`src/rtl/xgs_spi_slave.sv`:
```
// SPI mode-0 slave bridging 16-bit command/data frames onto a simple register bus.
// Command word = {addr[14:0], rw}; reads prefetch one word ahead so burst transfers can stream.
module xgs_spi_slave #(
    parameter int CLK_DIV_MIN = 8,
    parameter int SYNC_STAGES = 2
) (
    input  logic        sclk,
    input  logic        srst,
    input  logic        spi_cs_n,
    input  logic        spi_sclk,
    input  logic        spi_mosi,
    output logic        spi_miso,
    output logic        spi_miso_oe,
    output logic [14:0] reg_addr,
    output logic        reg_wr_en,
    output logic [15:0] reg_wdata,
    output logic        reg_rd_en,
    input  logic [15:0] reg_rdata,
    output logic [7:0]  abort_cnt
);

    localparam logic [2:0] ST_IDLE    = 3'd0;
    localparam logic [2:0] ST_CMD     = 3'd1;
    localparam logic [2:0] ST_FETCH   = 3'd2;
    localparam logic [2:0] ST_DATA    = 3'd3;
    localparam logic [2:0] ST_WAIT_CS = 3'd4;

    // The read fetch needs two sclk cycles between an spi_sclk rise and the following fall.
    if (CLK_DIV_MIN < 6) begin : g_div_check
        $error("xgs_spi_slave: CLK_DIV_MIN must be at least 6");
    end

    logic [SYNC_STAGES-1:0] cs_sync;
    logic [SYNC_STAGES-1:0] sclk_sync;
    logic [SYNC_STAGES-1:0] mosi_sync;
    logic [SYNC_STAGES:0]   settle_sr;
    logic                   cs_d;
    logic                   sclk_d;
    logic                   cs_s;
    logic                   sclk_s;
    logic                   mosi_s;
    logic                   settled;
    logic                   cs_rise;
    logic                   cs_fall;
    logic                   sclk_rise;
    logic                   sclk_fall;

    logic [2:0]  state;
    logic [3:0]  bit_cnt;
    logic [14:0] shift_sr;
    logic [15:0] miso_sr;
    logic        miso_q;
    logic        rd_mode;
    logic        fetch_ph;

    assign cs_s    = cs_sync[SYNC_STAGES-1];
    assign sclk_s  = sclk_sync[SYNC_STAGES-1];
    assign mosi_s  = mosi_sync[SYNC_STAGES-1];
    assign settled = settle_sr[SYNC_STAGES];

    // Edges are suppressed until the synchronizers hold real samples again after reset,
    // so a cs_n that is already low cannot fake a frame start.
    assign cs_rise   = settled &  cs_s   & ~cs_d;
    assign cs_fall   = settled & ~cs_s   &  cs_d;
    assign sclk_rise = settled &  sclk_s & ~sclk_d;
    assign sclk_fall = settled & ~sclk_s &  sclk_d;

    assign spi_miso_oe = (state == ST_DATA) && rd_mode;
    assign spi_miso    = spi_miso_oe & miso_q;

    always_ff @(posedge sclk) begin
        if (srst) begin
            cs_sync   <= '1;
            sclk_sync <= '0;
            mosi_sync <= '0;
            cs_d      <= 1'b1;
            sclk_d    <= 1'b0;
            settle_sr <= '0;
        end else begin
            cs_sync[0]   <= spi_cs_n;
            sclk_sync[0] <= spi_sclk;
            mosi_sync[0] <= spi_mosi;
            for (int i = 1; i < SYNC_STAGES; i++) begin
                cs_sync[i]   <= cs_sync[i-1];
                sclk_sync[i] <= sclk_sync[i-1];
                mosi_sync[i] <= mosi_sync[i-1];
            end
            cs_d      <= cs_s;
            sclk_d    <= sclk_s;
            settle_sr <= {settle_sr[SYNC_STAGES-1:0], 1'b1};
        end
    end

    always_ff @(posedge sclk) begin
        if (srst) begin
            state     <= ST_IDLE;
            bit_cnt   <= 4'd0;
            shift_sr  <= '0;
            miso_sr   <= '0;
            miso_q    <= 1'b0;
            rd_mode   <= 1'b0;
            fetch_ph  <= 1'b0;
            reg_addr  <= '0;
            reg_wr_en <= 1'b0;
            reg_wdata <= '0;
            reg_rd_en <= 1'b0;
            abort_cnt <= '0;
        end else begin
            reg_wr_en <= 1'b0;
            reg_rd_en <= 1'b0;
            // Burst write: the address advances once the strobe cycle has used it.
            if (reg_wr_en) begin
                reg_addr <= reg_addr + 15'd1;
            end

            case (state)
                ST_IDLE: begin
                    if (cs_fall) begin
                        state   <= ST_CMD;
                        bit_cnt <= 4'd0;
                    end
                end

                ST_CMD: begin
                    if (cs_rise) begin
                        state <= ST_IDLE;
                        if (bit_cnt != 4'd0 && abort_cnt != 8'hFF) begin
                            abort_cnt <= abort_cnt + 8'd1;
                        end
                    end else if (sclk_rise) begin
                        shift_sr <= {shift_sr[13:0], mosi_s};
                        bit_cnt  <= bit_cnt + 4'd1;
                        if (bit_cnt == 4'd15) begin
                            reg_addr <= shift_sr;
                            rd_mode  <= mosi_s;
                            if (mosi_s) begin
                                reg_rd_en <= 1'b1;
                                fetch_ph  <= 1'b0;
                                state     <= ST_FETCH;
                            end else begin
                                state <= ST_DATA;
                            end
                        end
                    end
                end

                // reg_rd_en is high during the first FETCH cycle; data is captured a cycle later.
                ST_FETCH: begin
                    if (cs_rise) begin
                        state <= ST_IDLE;
                    end else if (sclk_rise) begin
                        state <= ST_WAIT_CS;
                    end else if (!fetch_ph) begin
                        fetch_ph <= 1'b1;
                    end else begin
                        miso_sr <= reg_rdata;
                        miso_q  <= 1'b0;
                        state   <= ST_DATA;
                    end
                end

                ST_DATA: begin
                    if (cs_rise) begin
                        state <= ST_IDLE;
                        if (bit_cnt != 4'd0 && abort_cnt != 8'hFF) begin
                            abort_cnt <= abort_cnt + 8'd1;
                        end
                    end else if (sclk_rise) begin
                        bit_cnt <= bit_cnt + 4'd1;
                        if (!rd_mode) begin
                            shift_sr <= {shift_sr[13:0], mosi_s};
                        end
                        if (bit_cnt == 4'd15) begin
                            if (rd_mode) begin
                                reg_addr  <= reg_addr + 15'd1;
                                reg_rd_en <= 1'b1;
                                fetch_ph  <= 1'b0;
                                state     <= ST_FETCH;
                            end else begin
                                reg_wr_en <= 1'b1;
                                reg_wdata <= {shift_sr, mosi_s};
                            end
                        end
                    end else if (sclk_fall && rd_mode) begin
                        miso_q  <= miso_sr[15];
                        miso_sr <= {miso_sr[14:0], 1'b0};
                    end
                end

                ST_WAIT_CS: begin
                    if (cs_rise) begin
                        state <= ST_IDLE;
                        if (abort_cnt != 8'hFF) begin
                            abort_cnt <= abort_cnt + 8'd1;
                        end
                    end
                end

                default: begin
                    state <= ST_IDLE;
                end
            endcase
        end
    end

endmodule

```
`config.mk`:
```
export PLATFORM = sky130hd
export DESIGN_NAME = xgs_spi_slave
export DESIGN_NICKNAME = d
export VERILOG_FILES = /design/src/rtl/xgs_spi_slave.sv
export SDC_FILE = /design/constraint.sdc
export NUM_CORES = 1
export LEC_CHECK = 0
export CAP_MARGIN = 20
export CELL_PAD_IN_SITES_DETAIL_PLACEMENT = 2
export CELL_PAD_IN_SITES_GLOBAL_PLACEMENT = 2
export CORE_UTILIZATION = 36
export CTS_BUF_LIST = sky130_fd_sc_hd__clkbuf_8
export DETAILED_ROUTE_END_ITERATION = 8
export GPL_TIMING_DRIVEN = 0
export PLACE_DENSITY_LB_ADDON = 0.1
export SYNTH_ARGS = -nofsm -noshare
export SYNTH_HDL_FRONTEND = slang
export SYNTH_SLANG_ARGS = --single-unit
export TNS_END_PERCENT = 30
```
`constraint.sdc`:
```
create_clock -name sclk -period 3.4 [get_ports sclk]
set_clock_uncertainty 0.1 [all_clocks]
set_input_delay 0.51 -clock sclk [delete_from_list [all_inputs] [get_ports sclk]]
set_output_delay 0.51 -clock sclk [all_outputs]
set_load 0.1 [all_outputs]
```
Yosys cells after proc, flatten, opt, wreduce, memory -nomap -nowiden
Cells that the tools add are included.

Bitwise gates (word level): 18. Reduce and logical (&&, ||, !) cells: 20. Eq/ne operators: 33. Add/sub/neg operators: 3. Order comparisons: 0. Muxes and demuxes: 74. Multipliers: 0. Shifts and indexed selects: 0. Div/mod/pow operators: 0.

Operator list (number): 15-bit 2-to-1 mux (13); 16-bit 2-to-1 mux (6); 15-bit one-hot mux with 2 select lines (2); 3-bit 2-to-1 mux (12); 8-bit 2-to-1 mux (4); 2-bit inequality test, second input constant (16); 16-bit one-hot mux with 2 select lines (1); 1-bit 2-to-1 mux (27); 8-bit one-hot mux with 2 select lines (1); 15-bit by 1-bit adder with 15-bit output, second input constant (1); 3-bit one-hot mux with 5 select lines (1); 4-bit 2-to-1 mux (3); 3-bit inequality test, second input constant (4); 11-bit AND reduction (1); 2-bit by 1-bit inequality test with 1-bit output, second input constant (5); 5-bit AND reduction (2); 1-bit bitwise AND (9); 1-bit NOT (9); 8-bit by 1-bit adder with 8-bit output, second input constant (1); 8-bit inequality test, second input constant (1); 4-bit one-hot mux with 2 select lines (1); 4-bit AND reduction (2); 8-bit AND reduction (1); 2-bit nonzero test (4); 17 further kinds (21).

Bits in latches: 0. Memory bits (read-only): 0. Flip-flop bits (word level): 93. Input port bits: 21. Logic and storage cells: 167. Output and inout port bits: 43. Memories: 0. RAM bits: 0.

Logic depth before layout (Yosys ltp)
Word-level depth: 8. Mapped depth: 8. Mapped depth without buffers: 7.

Worst setup path after synthesis
OpenSTA, ideal clock, no wires.

Path type: register -> output. Start: reg state[0]. End: out spi_miso. Required time: 2.790 ns. Slack: 0.737 ns. Path buffers: 1. Stages on the path, launching flop included: 5. Arrival: 2.053 ns. Path through: dfxtp_1 -> buf_2 -> nand4b_4 -> inv_1 -> and2_1.

Word-level cells in the longest chain between the ends: 3.

Ends and longest elaborated chain: start: declaration (RTL line 48) `logic [2:0] state;`; start signal: assignment (RTL line 96) `state <= ST_IDLE;`; start signal: assignment (RTL line 119) `state <= ST_CMD;`; start signal: assignment (RTL line 126) `state <= ST_IDLE;`; 3-bit by 2-bit equality test with 1-bit output (RTL line 68) `assign spi_miso_oe = (state == ST_DATA) && rd_mode;`; 1-bit logical AND (RTL line 68); named net spi_miso_oe (RTL line 13) `output logic spi_miso_oe,`; 1-bit bitwise AND (RTL line 69) `assign spi_miso = spi_miso_oe & miso_q;`; end: declaration (RTL line 12) `output logic spi_miso,`.

The timed path passes the listed nets, and every way through them passes these cells.

Final worst setup path
Start: reg state[0]. End: out spi_miso.

Word-level cells in the longest chain between the ends: 3.

Ends and longest elaborated chain (RTL line): 3-bit by 2-bit equality test with 1-bit output (68); 1-bit logical AND (68); 1-bit bitwise AND (69).

No other way between the ends.

==> results.json <==
{
  "cts_resized": 0,
  "swShare_pct": 24.3,
  "initial_utilization_pct": 36.9,
  "worstSetupStartpointType": "flop",
  "firstDrtPassIters": 4,
  "synth_flop_cell": "dfxtp_1",
  "reg2reg_slack_ns": 0.92,
  "nets": 575,
  "cp-end-kind": "output port",
  "syn-mean-instance-area_sq_um": 8.80,
  "whs_path_depth": 1,
  "switchingPower_mw": 0.497,
  "netlist_top_cells_count": "93 x dfxtp_1, 77 x nor2_1, 35 x nand2_1",
  "post-route-min-period_ns": 3.10,
  "relSlewSlack_pct": 33.0,
  "cp_slowest_cell": "clkdlybuf4s50_1",
  "tritoncts": "built",
  "multi_input_area_sq_um": 2170,
  "required_ns": 2.79,
  "yosysTopAreaCellShare_pct": 44.4,
  "antenna_found_initial": 0,
  "place_ws_ns": 0.726,
  "whs_endpoint": "cs_sync[1]",
  "grt_pass1_vias": 3966,
  "path_cells": "buf_2 > nand4b_4 > inv_1 > and2_1 > clkdlybuf4s50_1",
  "outcome": "finished clean",
  "slowest_delay_ns": 1.14,
  "clock_path_buffers": 2,
  "routed_wl_microns": 12500,
  "die-area_sq_um": 12100,
  "postSynth.asyncResetShare_pct": 0,
  "synth-edff-count": 0,
  "cts_buffers": 9,
  "dp_hpwl_microns": 9150,
  "tightestPinTransition_ns": 0.996,
  "overflow": 0,
  "leakagePower_nw": 2.01,
  "cts_setup_buffers": 0,
  "finalMaxSlewViolations": 0,
  "internal_power_mw": 1.55,
  "vias": 3785,
  "power.combinational.fraction_pct": 6.9,
  "p_seq_share_pct": 53.9,
  "diodes": 0,
  "htreeDepth": 3,
  "rows": 39,
  "syn_area_sq_um": 4200,
  "grt_max_degree": 15,
  "ys_types": 51,
  "synth_area_leaders": "dfxtp_1 44%, mux2i_1 7.4%, nor2_1 6.9%",
  "max_freq_mhz": 323,
  "setup_tns_ns": 0,
  "maxCapViolCount": 0,
  "max-vdd-ir-drop_mv": 0.167,
  "r2r_cells": 8,
  "cp_max_fo": 10,
  "cp.arrival_ns": 2.49,
  "netlist_instances": 477,
  "hold_buffers": 0,
  "io_buffers": 62,
  "numClockSinks": 93,
  "ios": 64,
  "die_w_microns": 110,
  "min_from": "cs_sync[0]",
  "remaining_drc_errors": 0,
  "yosysWarnings": 0,
  "drive_above_1_share_pct": 6.49,
  "vias_per_cell": 5.42,
  "ys_ff_latch": 93,
  "crit_type": "reg2out",
  "place_congestion": 0.796,
  "coreArea_sq_um": 11400,
  "setup_violations": 0,
  "post-synth-top-count-cell": "dfxtp_1",
  "avgRoutedWirePerCell_microns": 17.9,
  "pwr-share-clk_pct": 39.3,
  "cts.clk_slew.worst_paths_ns": 0.09,
  "seq_area_sq_um": 1860,
  "r2r_start": "bit_cnt[0]",
  "antenna_left": 0,
  "layout_setup_ws_ns": 0.302,
  "yosysTopAreaCell": "dfxtp_1",
  "grt_pass1_wl_microns": 20400,
  "grt_usage_pct": 22.5,
  "fillers": 1269,
  "cts-root-buf": "clkbuf_8",
  "area_delta_synth_final_pct": 24.1,
  "drt_iter0_drc": 130,
  "clk-insertion-delay-late_ns": 0.38,
  "rsz0062_at_grt": "no",
  "hold_path.class": "reg2reg",
  "fp.dieH_microns": 110,
  "finalCritPeriodShare_pct": 91.1,
  "yosysSeqAreaShare_pct": 44.4,
  "regToRegEndpoint": "reg_wdata[10]",
  "synth.net_count": 502,
  "hold_viol": 0,
  "p_per_area_nw_per_um2": 392
}
==> cells by family after synthesis <==
group	share of synthesized area (%)
and+or+nand+nor	24.6
DFF	44.4
AOI/OAI and AO/OA	12.9
buffers and inverters	4.00
muxes	8.20
xor gates and xnor gates	4.80
adders and majority gates	1.19
==> worst max-delay path by stage <==
stage,start,to,slack [ns],cells past startpoint
3_5_place_dp,state[0],spi_miso,0.73,5
4_1_cts,state[0],spi_miso,0.27,5
3_3_place_gp,state[0],spi_miso,0.72,5
2_1_floorplan,state[0],spi_miso,0.74,4
6_report,state[0],spi_miso,0.30,5
5_1_grt,state[0],spi_miso,0.20,5
==> layer usage <==
layer  wire [microns]  track usage (%)
met1             5910             28.9
met2             6000             37.2
met3              409             4.51
met4              157             7.71
met5                0                0
==> per-stage QoR <==
| stage | utilization [%] | cell area (sq um) | cells | total power [mW] | hold WS (ns) |
|---|---|---|---|---|---|
| finish | 45.8 | 5210 | 698 | 2.04 | 0.329 |
| floorplan | - | 4200 | 477 | 1.21 | 0.289 |
| CTS | 45.8 | 5210 | 698 | 2.07 | 0.338 |
| detailed placement | 43.9 | 5000 | 682 | 1.27 | 0.318 |
| global placement | 43.9 | 5000 | 682 | 1.26 | 0.293 |
| global route | 45.8 | 5210 | 698 | 2.12 | 0.357 |
==> critical path, delay by kind of cell, from the launching register on <==
| kind | cells | cell delay (ns) |
|---|---|---|
| simple gates | 2 | 0.32 |
| buf+inv | 3 | 1.48 |
| flops | 1 | 0.31 |
==> power groups by stage <==
stage	Sequential, mW	Combinational, mW	Clock (mW)
global placement	1.13	0.133	0
global route	1.10	0.154	0.863
detailed placement	1.13	0.139	0
floorplan	1.12	0.0831	0
finish	1.10	0.140	0.803
CTS	1.10	0.141	0.827
==> cell type report <==
type,count,share of cell area [%]
Multi-Input combinational cell,344,41.6
Timing Repair Buffer,62,11.9
Clock inverter,4,0.889
Clock buffer,12,3.17
Buffer,31,2.57
Tap cell,143,3.44
Inverter,9,0.649
Sequential cell,93,35.8
==> placed cells by master, fill, tap and decap left out, types with 4 or more instances in the layout <==
| master | synthesis | routed |
|---|---|---|
| xor2_1 | 4 | 4 |
| nor2b_1 | 11 | 11 |
| nand4_1 | 8 | 8 |
| a21oi_1 | 18 | 18 |
| or3_1 | 4 | 4 |
| xnor2_1 | 19 | 19 |
| ha_1 | 4 | 4 |
| clkbuf_8 | 0 | 12 |
| o21ai_0 | 5 | 5 |
| nand2_1 | 35 | 35 |
| nand3_1 | 29 | 29 |
| a311oi_1 | 15 | 15 |
| nor2_1 | 77 | 77 |
| nor4_1 | 7 | 7 |
| dfxtp_1 | 93 | 93 |
| a211oi_1 | 15 | 15 |
| buf_2 | 8 | 8 |
| and2_1 | 5 | 5 |
| nor3_1 | 8 | 8 |
| inv_1 | 9 | 10 |
| mux2i_1 | 31 | 31 |
| nand2b_1 | 7 | 7 |
| clkdlybuf4s50_1 | 0 | 62 |
| clkbuf_1 | 20 | 20 |
==> sequential cells by signal, indices dropped and copies added, names as in the netlist, 2 cells and up <==
signal	count
state	3
reg_wdata	16
reg_addr	15
mosi_sync	2
miso_sr	16
shift_sr	15
bit_cnt	4
settle_sr	3
abort_cnt	8
cs_sync	2
sclk_sync	2
(Power assumes the default switching activity.)
